===== src/rtl/distance_display.sv =====
// Snapshots a centimetre distance at a throttled rate, converts it to four BCD
// digits with a sequential double-dabble engine and drives active-low 7-segment digits.
module distance_display #(
  parameter int UPDATE_CYCLES = 12_500_000,
  parameter int IN_W          = 33
) (
  input  logic            clock,
  input  logic            reset,
  input  logic [IN_W-1:0] distance,
  output logic [6:0]      hex0,
  output logic [6:0]      hex1,
  output logic [6:0]      hex2,
  output logic [6:0]      hex3,
  output logic            overflow,
  output logic            busy
);

  localparam int         DIV_W    = $clog2(UPDATE_CYCLES);
  localparam int         BIN_W    = 14;
  localparam logic [6:0] SEG_BLANK = 7'b1111111;
  localparam logic [6:0] SEG_DASH  = 7'b0111111;
  localparam logic [6:0] SEG_ZERO  = 7'b1000000;

  typedef enum logic [1:0] {
    IDLE,
    LOAD,
    CONVERT,
    COMMIT
  } state_t;

  state_t             state;
  logic [DIV_W-1:0]   div_cnt;
  logic               tick;
  logic [BIN_W-1:0]   bin_sr;
  logic [15:0]        bcd;
  logic [15:0]        bcd_adj;
  logic [3:0]         bit_cnt;
  logic               ovf_pending;

  function automatic logic [6:0] seg_decode(input logic [3:0] digit);
    case (digit)
      4'd0:    seg_decode = 7'b1000000;
      4'd1:    seg_decode = 7'b1111001;
      4'd2:    seg_decode = 7'b0100100;
      4'd3:    seg_decode = 7'b0110000;
      4'd4:    seg_decode = 7'b0011001;
      4'd5:    seg_decode = 7'b0010010;
      4'd6:    seg_decode = 7'b0000010;
      4'd7:    seg_decode = 7'b1111000;
      4'd8:    seg_decode = 7'b0000000;
      4'd9:    seg_decode = 7'b0010000;
      default: seg_decode = SEG_BLANK;
    endcase
  endfunction

  assign tick = (div_cnt == DIV_W'(UPDATE_CYCLES - 1));

  // NOTE: sequential state uses non-blocking assignments so every register
  // samples pre-edge values regardless of statement order.
  always_ff @(posedge clock) begin
    if (reset || tick) div_cnt <= '0;
    else               div_cnt <= div_cnt + DIV_W'(1);
  end

  // Add-3 correction: each nibble is adjusted independently, carries never cross nibbles.
  // NOTE: combinational blocks assign a default first so no path can infer a latch.
  always_comb begin
    bcd_adj = bcd;
    for (int i = 0; i < 4; i++) begin
      if (bcd[4*i +: 4] >= 4'd5) bcd_adj[4*i +: 4] = bcd[4*i +: 4] + 4'd3;
    end
  end

  always_ff @(posedge clock) begin
    if (reset) begin
      state       <= IDLE;
      busy        <= 1'b0;
      bin_sr      <= '0;
      bcd         <= '0;
      bit_cnt     <= '0;
      ovf_pending <= 1'b0;
      overflow    <= 1'b0;
      hex0        <= SEG_ZERO;
      hex1        <= SEG_BLANK;
      hex2        <= SEG_BLANK;
      hex3        <= SEG_BLANK;
    end else begin
      case (state)
        IDLE: begin
          if (tick) begin
            state <= LOAD;
            busy  <= 1'b1;
          end
        end
        LOAD: begin
          if (distance > IN_W'(9999)) begin
            ovf_pending <= 1'b1;
            state       <= COMMIT;
          end else begin
            ovf_pending <= 1'b0;
            bin_sr      <= distance[BIN_W-1:0];
            bcd         <= '0;
            bit_cnt     <= '0;
            state       <= CONVERT;
          end
        end
        CONVERT: begin
          bcd     <= {bcd_adj[14:0], bin_sr[BIN_W-1]};
          bin_sr  <= {bin_sr[BIN_W-2:0], 1'b0};
          bit_cnt <= bit_cnt + 4'd1;
          if (bit_cnt == 4'(BIN_W - 1)) state <= COMMIT;
        end
        COMMIT: begin
          if (ovf_pending) begin
            overflow <= 1'b1;
            hex0     <= SEG_DASH;
            hex1     <= SEG_DASH;
            hex2     <= SEG_DASH;
            hex3     <= SEG_DASH;
          end else begin
            overflow <= 1'b0;
            hex0     <= seg_decode(bcd[3:0]);
            hex1     <= (bcd[15:4]  == '0) ? SEG_BLANK : seg_decode(bcd[7:4]);
            hex2     <= (bcd[15:8]  == '0) ? SEG_BLANK : seg_decode(bcd[11:8]);
            hex3     <= (bcd[15:12] == '0) ? SEG_BLANK : seg_decode(bcd[15:12]);
          end
          state <= IDLE;
          busy  <= 1'b0;
        end
        default: begin
          state <= IDLE;
          busy  <= 1'b0;
        end
      endcase
    end
  end

endmodule


===== config.mk =====
export PLATFORM = sky130hd
export DESIGN_NAME = distance_display
export DESIGN_NICKNAME = d
export VERILOG_FILES = /design/src/rtl/distance_display.sv
export SDC_FILE = /design/constraint.sdc
export NUM_CORES = 1
export LEC_CHECK = 0
export ABC_AREA = 1
export BUFFER_PORTS_ARGS = -buffer_cell sky130_fd_sc_hd__buf_4
export CAP_MARGIN = 20
export CORE_MARGIN = 2
export CORE_UTILIZATION = 55
export CTS_BUF_LIST = sky130_fd_sc_hd__clkbuf_8
export DETAILED_ROUTE_END_ITERATION = 10
export PLACE_DENSITY = 0.75
export RECOVER_POWER = 50
export SYNTH_ARGS = -nofsm -noshare
export SYNTH_HDL_FRONTEND = slang
export SYNTH_SLANG_ARGS = --single-unit

===== constraint.sdc =====
create_clock -name clock -period 2.85 [get_ports clock]
set_clock_uncertainty 0.05 [all_clocks]
set_input_delay 0.285 -clock clock [delete_from_list [all_inputs] [get_ports clock]]
set_output_delay 0.285 -clock clock [all_outputs]
set_load 0.02 [all_outputs]

# After elaboration in Yosys (flattened, before gate mapping)
# Memory sizes are Yosys's and may differ from the RTL's. A register that Yosys moved wholly into a read port is not among the register bits.
# Cells that the tools add are included.
classes:
  add_sub_neg: 6
  n_eq_ne: 8
  n_mux: 33
  n_reduce_logical: 10
  n_lt_le_gt_ge: 5
ops:
  columns: ["operator", "count"]
  rows:
  - ["7-bit two-way mux", 7]
  - ["4-bit two-way mux", 12]
  - ["33-bit by 14-bit greater-than comparator with 1-bit output, second input constant", 1]
  - ["16-bit case mux with 2 select lines", 1]
  - ["14-bit case mux with 2 select lines", 1]
  - ["24-bit by 1-bit adder with 24-bit output, second input constant", 1]
  - ["24-bit equality test, second input constant", 1]
  - ["4-bit by 3-bit >= comparator with 1-bit output, second input constant", 4]
  - ["16-bit two-way mux", 1]
  - ["14-bit two-way mux", 1]
  - ["4-bit by 2-bit adder with 4-bit output, second input constant", 3]
  - ["12-bit zero test", 1]
  - ["8-bit zero test", 1]
  - ["2-bit case mux with 4 select lines", 1]
  - ["4-bit case mux with 2 select lines", 1]
  - ["2-bit inequality test, second input constant", 3]
  - ["2-bit AND reduction", 3]
  - ["4-bit by 1-bit adder with 4-bit output, second input constant", 1]
  - ["2-bit equality test, second input constant", 2]
  - ["4-bit equality test, second input constant", 1]
  - ["4-bit zero test", 1]
  - ["1-bit two-way mux", 4]
  - ["2-bit two-way mux", 2]
  - ["2-bit nonzero test", 2]
  - ["6 further kinds", 6]
totals:
  out_inout_bits: 30
  n_memories: 4
  romBits: 448
  regBits: 91
  input_bits: 35
mem_list:
  columns: ["name", "words", "word_bits", "read_ports", "rd_ports_with_merged_regs", "wr", "line", "rtl"]
  rows:
  - ["(no name shown)", 16, 7, 1, 1, 0, "41", "case (digit)"]
  - ["(no name shown)", 16, 7, 1, 1, 0, "41", null]
  - ["(no name shown)", 16, 7, 1, 1, 0, "41", null]
  - ["(no name shown)", 16, 7, 1, 1, 0, "41", null]

# Longest topological paths before layout
depth:
  ltp_word: 5
  ltp_mapped: 17

# Least setup slack after synthesis
# No wires, ideal clock.
synth_path:
  kind: "reg2reg"
  from: "register state[0]"
  to: "register (tool-made name)"
  n_path_buf: 2
  synth_period_minus_slack_ns: 2.208
  path_slack_ns: 0.642
  required_ns: 2.687
  setup_time_ns: 0.113
  path_stages_with_launch: 15
  t_arrival_ns: 2.044
  cell_sequence: "dfxtp_1 inv_1 ha_1 buf_2 nand2_1 nand2_4 buf_8 nand2_2 nand2_2 nand2_4 inv_1 ha_1 nand3b_1 nand3_1 nand2_1"
synth_lines:
  columns: ["element", "line", "rtl"]
  rows:
  - ["from (decl)", "31", "state_t state;"]
  - ["from (signal assigned)", "76", "state <= IDLE;"]
  - ["from (signal assigned)", "91", "state <= LOAD;"]
  - ["from (signal assigned)", "98", "state <= COMMIT;"]

==> results by group <==
Outcome
  • Outcome: complete, no violations

Clock tree
  • CTS buffer count: 17
  • Post-CTS sizing: 0
  • H-tree depth: 4
  • Clock Path Buffers: 2
  • Clock transition at the registers of the reported paths: 0.07 ns
  • Hold-fix buffer count after cts: 0
  • Post-CTS setup buffer count: 0
  • Root buffer cell: clkbuf_8
  • Total number of clock tree sinks: roughly 120
  • CTS tree: yes
  • Clock Latency Late Sink: 0.43 ns

Synthesis
  • Seq/Total Area, Yosys: 0.399
  • Yosys warns: 0
  • Mapped Nets: 858
  • Mapped Cells: around 800
  • Avg Synthesized Cell Area: 7.58 um^2
  • Ys flop type: dfxtp_1
  • Post-synth EDFFs: 0
  • Synth Register Bits: 119
  • Synth unique cells: 42
  • Post-Syn Area: 5970 um^2
  • Asr flop ratio synth: 0

Pwr
  • Power per Cell Area: 908 nW/um^2
  • Pwr Total: approximately 6.2 mW
  • Peak supply drop: 0.000460 V
  • Static leakage: 3.25 nW

Layout
  • Most frequent cells in the layout: nand2_1 (179), dfxtp_1 (119), inv_1 (100), nand3_1 (69), nor2_1 (52)
  • Area Overhead vs Synth: 15.1%
  • Share of cells above drive strength 1: 0.137
  • Commonest non-fill, non-tap cell in the layout: nand2_1
  • Layout fillers: 1015
  • # diodes: 0
  • Post-layout nets: about 930

Worst setup path
  • Worst setup SP type: flop
  • WP buf/inv: 2
  • Cell family with the largest share of critical-path delay: simple AND/OR/NAND/NOR gates
  • Cells along the critical path: inv_1 -> ha_1 -> clkinv_1 -> nand2_1 -> nand2_2 -> nand2_1 -> nand3_1 -> ha_1 -> nand3b_1 -> nand3_1 -> nand2_1
  • Crit Path Class: reg2reg
  • Worst path most repeated cell: nand2_1
  • Element type at the critical path end: flop
  • Slowest stage delay, CP: 0.35 ns
  • CP max-delay cell: dfxtp_1
  • CP Max Fanout: 12
  • WP data required: 3.12 ns
  • Worst EP arrival: 2.79 ns

GRT
  • Largest net degree at the start of global routing: 37
  • Gr usage total: 0.235
  • GR Util met1: 0.293
  • Most Crowded Layer GR: met2
  • Number of global-route vias before repair: 4942
  • Global-route wire length before repair: 22100 um
  • GR Util met3: 0.0615
  • GR Overflow Total: 0
  • Initial antenna violation count: 0
  • Met2 GRT Util: 0.400

STA
  • Final period util: 0.882
  • Final setup viols: 0
  • Max-slew headroom: 0.220
  • Setup TNS Final: 0 ns
  • RSZ-0062 raised after global routing: false
  • Pins Over Slew Limit: 0
  • F_max: 398 MHz
  • Final Hold Fails: 0
  • Post-layout min period: 2.52 ns
  • Least-Margin Pin Slew: 1.17 ns

Placed design
  • Post-DP HPWL: 9280 um
  • PortBufs: 64
  • Final GP Congestion: 0.831

Floorplan
  • Core area: 10700 um^2
  • FP Rows: 38
  • Initial Util: 0.558
  • Die Y: 108 um
  • Die area: 11700 um^2
  • Die width: 108 um
  • IO Pins: 65

Detailed routing
  • Vias per cell: 5.24
  • First DRT Iteration DRCs: ~320
  • Initial DRT Pass Iterations: 5
  • Vias: 5277
  • Final wirelength: 12900 um
  • Final ANT Viol Nets: 0
  • Wire per inst: 12.8 um
  • DRC: 0

Flow run
  • Max-cap violations: 0

Worst hold path
  • Min-Delay Path Class: in2reg
## final timing paths
check	from	to	slack [ns]	depth (start not counted)
hold reg to reg	flop	hex3[4]	0.39	2
setup / recovery	state[0]	flop	0.33	11
hold / removal	distance[3]	bin_sr[3]	0.08	3
setup reg to reg	state[0]	flop	0.33	11
## cell type report
type                    count  area [um^2]  share of cell area
clock buffers              22          303              0.0441
inverters                 104          393              0.0572
clock inverters            10          173              0.0251
well taps                 140          175              0.0255
multi-input cells         538         3000               0.437
repair buffers             75          443              0.0645
flip-flops and latches    119         2380               0.347
## power by group
part           internal, mW  total (mW)  switching (mW)
registers              1.98        2.14           0.163
logic                 0.750        2.29            1.54
clock network          1.15        1.81           0.657
total                  3.88        6.24            2.36
## kinds of logic after synthesis
family | synth area share
flops | 0.399
compound gates | 0.103
fa+ha+maj | 0.0755
simple gates | 0.318
buf+inv | 0.0910
xor+xnor | 0.0132
## Yosys cell counts, drive strengths merged (9+ instances only)
| cell | count | area share |
|---|---|---|
| nand2 | 196 | 0.14 |
| dfxtp | 119 | 0.40 |
| inv | 103 | 0.065 |
| nand3 | 77 | 0.078 |
| nor2 | 58 | 0.041 |
| o21ai | 40 | 0.034 |
| ha | 36 | 0.076 |
| a21oi | 27 | 0.023 |
| nor3 | 20 | 0.018 |
| o22ai | 19 | 0.020 |
| a31oi | 17 | 0.018 |
| buf | 13 | 0.017 |
| clkbuf | 13 | 0.0082 |
| nand4 | 13 | 0.016 |
| nand3b | 12 | 0.015 |
| xor2 | 9 | 0.013 |
## worst min-delay path: stages
cell and delay, ns:
buf_4 0.10, nand2_1 0.05, a31oi_1 0.07
## stage by stage
stage	std cells	setup WS, ns	area [um^2]	hold WS (ns)	util
6_report	1008	0.335	6870	0.0815	0.642
5_1_grt	1008	0.0965	6870	0.0770	0.642
4_1_cts	1008	0.404	7030	0.0618	0.657
3_5_place_dp	976	0.425	6550	0.386	0.613
3_3_place_gp	976	0.457	6550	0.374	0.613
2_1_floorplan	787	0.642	5970	0.368	-
## metal layers
layer | share of wire | vias to the layer above
met5 | 0 | -
met4 | 0.0087 | 0
met3 | 0.042 | 12
met2 | 0.49 | 101
met1 | 0.46 | 2465
li1 | - | 2699
Power figures use the tool's default switching activity.
